[src/rtl/deadline_scheduler.sv]
// Per-guest deadline sequencer that arms the Deadline_Unit on guest switches and reports
// violations. Define VIOLATION_COUNT_EN to add per-guest saturating violation counters.
module deadline_scheduler #(
    parameter int unsigned NUM_GUESTS = 8,
    parameter int unsigned TIME_W     = 32,
    parameter int unsigned IDLE_GUEST = 0
) (
    input  logic              clk,
    input  logic              reset,
    input  logic              cfg_we,
    input  logic [2:0]        cfg_guest,
    input  logic [TIME_W-1:0] cfg_budget,
    input  logic [2:0]        current_guest,
    input  logic [TIME_W-1:0] current_time,
    output logic              du_load,
    output logic              du_enable,
    output logic [TIME_W-1:0] du_deadline,
    output logic              du_overflow,
    input  logic              du_finish,
    input  logic [2:0]        du_error,
    output logic              viol_valid,
    output logic [2:0]        viol_guest,
    output logic [2:0]        viol_code,
`ifdef VIOLATION_COUNT_EN
    input  logic [2:0]        cnt_sel,
    input  logic              cnt_clr,
    output logic [7:0]        cnt_value,
`endif
    output logic              busy
);

    localparam logic [2:0] IdleId = 3'(IDLE_GUEST);

    typedef enum logic [1:0] {StIdle, StLoad, StArmed, StReport} state_e;

    state_e            state_q, state_d;
    logic [TIME_W-1:0] budget_q [8];
    logic [2:0]        last_guest_q;
    logic [2:0]        active_guest_q;
    logic [2:0]        viol_code_q;
    logic              pend_q;
    logic [TIME_W-1:0] du_deadline_q;
    logic              du_overflow_q;

    logic              switch_seen;
    logic              eligible;
    logic              err_seen;
    logic              load_start;
    logic [TIME_W:0]   sum;

    assign switch_seen = (current_guest != last_guest_q);
    assign err_seen    = (du_error != 3'd0);
    assign eligible    = (current_guest != IdleId) && (32'(current_guest) < NUM_GUESTS) &&
                         (budget_q[current_guest] != '0);
    assign sum         = {1'b0, current_time} + {1'b0, budget_q[current_guest]};

    always_comb begin
        state_d = state_q;
        unique case (state_q)
            StIdle: begin
                if (switch_seen && eligible) state_d = StLoad;
            end
            StLoad: state_d = StArmed;
            StArmed: begin
                if (err_seen)         state_d = StReport;
                else if (switch_seen) state_d = eligible ? StLoad : StIdle;
                else if (du_finish)   state_d = StIdle;
            end
            StReport: begin
                // A switch that arrived together with the error is carried in pend_q.
                state_d = ((switch_seen || pend_q) && eligible) ? StLoad : StIdle;
            end
            default: state_d = StIdle;
        endcase
    end

    assign load_start = (state_d == StLoad);

    always_ff @(posedge clk or negedge reset) begin
        if (!reset) begin
            state_q        <= StIdle;
            last_guest_q   <= IdleId;
            active_guest_q <= 3'd0;
            viol_code_q    <= 3'd0;
            pend_q         <= 1'b0;
            du_deadline_q  <= '0;
            du_overflow_q  <= 1'b0;
            for (int i = 0; i < 8; i++) budget_q[i] <= '0;
        end else begin
            state_q      <= state_d;
            last_guest_q <= current_guest;
            pend_q       <= (state_q == StArmed) && err_seen && switch_seen;
            if (cfg_we && (32'(cfg_guest) < NUM_GUESTS)) budget_q[cfg_guest] <= cfg_budget;
            if (state_q == StArmed && err_seen) viol_code_q <= du_error;
            if (load_start) begin
                du_deadline_q  <= sum[TIME_W-1:0];
                du_overflow_q  <= sum[TIME_W];
                active_guest_q <= current_guest;
            end
        end
    end

    assign du_load     = (state_q == StLoad);
    assign du_enable   = (state_q == StLoad) || (state_q == StArmed);
    assign du_deadline = du_deadline_q;
    assign du_overflow = du_overflow_q;
    assign viol_valid  = (state_q == StReport);
    assign viol_guest  = viol_valid ? active_guest_q : 3'd0;
    assign viol_code   = viol_valid ? viol_code_q : 3'd0;
    assign busy        = du_enable;

`ifdef VIOLATION_COUNT_EN
    logic [7:0] cnt_q [8];

    always_ff @(posedge clk or negedge reset) begin
        if (!reset) begin
            for (int i = 0; i < 8; i++) cnt_q[i] <= 8'd0;
        end else if (cnt_clr) begin
            for (int i = 0; i < 8; i++) cnt_q[i] <= 8'd0;
        end else if (viol_valid && cnt_q[active_guest_q] != 8'hFF) begin
            cnt_q[active_guest_q] <= cnt_q[active_guest_q] + 8'd1;
        end
    end

    assign cnt_value = cnt_q[cnt_sel];
`endif

endmodule

[config.mk]
export PLATFORM = sky130hd
export DESIGN_NAME = deadline_scheduler
export DESIGN_NICKNAME = d
export VERILOG_FILES = /design/src/rtl/deadline_scheduler.sv
export SDC_FILE = /design/constraint.sdc
export NUM_CORES = 1
export LEC_CHECK = 0
export BUFFER_PORTS_ARGS = -buffer_cell sky130_fd_sc_hd__buf_2
export CAP_MARGIN = 5
export CORE_MARGIN = 1.5
export CORE_UTILIZATION = 60
export CTS_BUF_LIST = sky130_fd_sc_hd__clkbuf_8
export DETAILED_ROUTE_END_ITERATION = 8
export GPL_TIMING_DRIVEN = 0
export PLACE_DENSITY = 0.8
export SLEW_MARGIN = 20
export SYNTH_ARGS = -nofsm -noshare
export SYNTH_HDL_FRONTEND = slang
export SYNTH_SLANG_ARGS = --single-unit
[constraint.sdc]
create_clock -name clk -period 6.2 [get_ports clk]
set_input_delay 0.62 -clock clk [delete_from_list [all_inputs] [get_ports clk]]
set_output_delay 0.62 -clock clk [all_outputs]
set_load 0.005 [all_outputs]
==> out/results.ini <==
[critical_path]
crit_top_cell=clkbuf_1
endpoint=du_deadline[24]$_DFFE_PN0N_
max_stage_delay_ps=700
critPathKind=input port to flip-flop
timing.rr.start=budget_q[96]$_DFFE_PN0P_
path_delay_family=compound AO/OA/AOI/OAI gates
arrival_ps=5690
cp-start-kind=input port
cp-end-kind=flip-flop
critical_path_depth=16
path_max_fanout=10
rrSetupSlack_ps=1710
crit_buf_inv=4
ff2ff_path_depth=13
cp_slowest_cell=clkbuf_1
r2r_end=du_deadline[24]$_DFFE_PN0N_
required_ps=6690
crit_chain=buf_2, clkbuf_1, clkbuf_1, clkbuf_1, mux4_2, mux2_2, ha_1, a21o_1, a21oi_1, o21ai_0, a21oi_1, o31ai_1, a211o_1, a2111oi_0, nor4_1, o31ai_1
critical_path.startpoint=current_guest[2]

[die]
fp.coreArea_sq_mm=0.02439
die_h_um=161.0
die_w_um=161.0
ios=120
row_count=57
dieArea_sq_mm=0.02591
start_util_pct=61.39

[run_status]
status=finished clean

[cts]
cts_buffers=50
insertion_delay_ps=580
clk_pin_slew_ps=70
tritoncts=done
htree_num_levels=2
cts-root-buf=clkbuf_8
ctsResizeCount=0
cts.path.max_buffers=3
cts.sinks=301

[power]
ir_worst_vdd_mv=0.3011
powerDensity_mw_per_mm2=393.1
leakagePower_uw=0.007474

[routing]
ant_nets=0
vias=9874
drt_first_pass_iters=5
routed_via_density=6.214
wl_per_cell_um=23.37
wirelength_um=37130
drc=0
drt_iter0_drc=830

[logic_synthesis]
syn_nets=1168
synth_edf_count=0
synth_area_per_cell_sq_um=14.21
yosysTopAreaCell=dfrtp_1
ys_ff_latch=301
syn_area_sq_mm=0.01497
synth_cell_type_count=51
synth_area_leaders=dfrtp_1 50%, mux2_2 22%, mux4_2 9.8%
ys_warn_count=0
synthFlopType=dfrtp_1
async_flop_share_pct=100.0
postSynthCellCount=1054
synth_top_area_share_pct=50.30
yosysSeqAreaShare_pct=50.30

[sta]
setup_viol=0
slew_headroom_pct=32.20
rsz0062_at_grt=no
finalMaxSlewViolations=0
final.period_utilization_pct=83.90
hold_slack_ps=237.1
finalHoldViolCount=0
finalClockSkew_ps=25.56
worst_pin_slew_ps=1017
finalCriticalPeriod_ps=5202
clock.fmax_mhz=192.2

[global_routing]
grt_pass1_vias=10230
grt_overflow_total=0
grt_start_max_net_pins=103
antenna_found_initial=5
grt_first_pass_wirelength_um=58180
grt.total_usage_pct=29.81

[placed_design]
place_hpwl_um=26060
postPlaceCellArea_sq_mm=0.01605
routabilityCongestion=0.8894
io_buffers=116

[layout]
drive_gt1_share_pct=44.26
fin_nets=1340
final_area_sq_mm=0.01706
areaGrowthSynthToFinish_pct=13.95

[flow_run]
drv_cap=0

[worst_hold_path]
worstHoldPathCells=1
min_path_type=input port to flip-flop

-- cell type report --
type / count / area (sq um)
sequential: 301 / 7532
fill: 1658 / 7328
multi-input combinational: 682 / 7126
clock buffer: 64 / 880.8
timing repair buffer: 120 / 683.2
tap: 324 / 405.4
buffer: 55 / 256.5
clock inverter: 25 / 113.9
inverter: 16 / 60.06
antenna: 2 / 5.005
-- routing by layer --
layer	vias to the layer above	GRT usage (%)	share of wire, %
met1	5046	40.19	41
li1	4329	-	-
met5	-	0	0.046
met2	397	47.49	47
met3	98	6.651	7.6
met4	4	11.95	4.0
-- flip-flops by register name, indices dropped and copies added, names as in the netlist --
register / flops
active_guest_q: 3
budget_q: 256
du_deadline: 32
du_overflow: 1
last_guest_q: 3
pend_q: 1
state_q: 2
viol_code_q: 3
-- through the flow --
stage,instances,setup TNS (ps),total power (uW),utilization [%],setup WS [ps]
2_1_floorplan,1054,0,4286,-,1850
3_3_place_gp,1494,-291080,4906,65.44,-997.1
5_1_grt,1587,0,7083,69.93,771.8
3_5_place_dp,1497,0,5006,65.82,486.8
6_report,1589,0,6707,69.95,998.3
4_1_cts,1587,0,6723,69.93,1081
-- power breakdown --
part / internal (uW) / switching (uW) / total (uW)
logic: 1150 / 1090 / 2240
clock network: 923 / 787 / 1710
registers: 2490 / 264 / 2750
-- cells in the mapped netlist (4+ instances only) --
master / instances
a211oi_1: 7
a21o_1: 11
a21oi_1: 36
a31oi_1: 4
and2_1: 8
buf_2: 7
buf_4: 5
clkbuf_1: 39
dfrtp_1: 301
ha_1: 36
inv_1: 15
mux2_1: 26
mux2_2: 288
mux4_2: 65
nand2_1: 9
nand3_1: 4
nand4_1: 6
nor2_1: 35
nor2b_1: 5
nor3_1: 15
nor4_1: 14
o21a_1: 9
o21ai_0: 23
o21bai_1: 5
o31ai_1: 4
or3_1: 7
xnor2_1: 20
xor2_1: 9
-- worst min path at each step --
stage,start,endpoint,slack [ps]
2_1_floorplan,reset,active_guest_q[0]$_DFFE_PN0N_,320
3_3_place_gp,du_deadline[18]$_DFFE_PN0N_,du_deadline[18]$_DFFE_PN0N_,460
3_5_place_dp,du_deadline[1]$_DFFE_PN0N_,du_deadline[1]$_DFFE_PN0N_,470
4_1_cts,current_guest[2],last_guest_q[2]$_DFF_PN0_,220
5_1_grt,current_guest[2],last_guest_q[2]$_DFF_PN0_,200
6_report,current_guest[2],last_guest_q[2]$_DFF_PN0_,240
-- cell families (layout without fill, tap and decap cells) --
family,Yosys count,count (layout),share of synthesized area [%]
buf+inv,71,280,2.114
mux,379,379,33.39
xor+xnor,29,29,1.696
simple gates,116,116,4.069
other cells,0,2,0
compound gates,121,121,5.289
flops,301,301,50.30
fa+ha+maj,37,37,3.142
-- layout by cell type (no fill, tap or decap), types with 3 or more instances in the layout --
cell type	count
a211oi_1	7
a21o_1	11
a21oi_1	36
a22o_1	3
a31oi_1	4
and2_1	8
and4_1	3
buf_16	3
buf_2	122
buf_4	5
buf_6	3
clkbuf_1	39
clkbuf_8	64
dfrtp_1	301
ha_1	36
inv_1	34
mux2_1	26
mux2_2	288
mux4_2	65
nand2_1	9
nand2b_1	3
nand3_1	4
nand4_1	6
nand4b_1	3
nor2_1	35
nor2b_1	5
nor3_1	15
nor4_1	14
o21a_1	9
o21ai_0	23
o21bai_1	5
o31ai_1	4
or3_1	7
xnor2_1	20
xor2_1	9
-- worst reg2reg max path: stages (launching register included) --
cell	delay, ps
dfrtp_1	390
mux4_2	510
mux2_2	320
ha_1	240
fa_1	410
a21o_1	190
a21oi_1	300
o21ai_0	140
a21oi_1	350
o31ai_1	260
a211o_1	340
a2111oi_0	600
nor4_1	130
o31ai_1	240
-- timing repair --
item                                   4_1_cts  5_1_grt
hold buffers                                 1        0
endpoints found under the hold margin       41        0
buffers inserted                             0        0
Note: power is estimated with default switching activity, not from simulation.
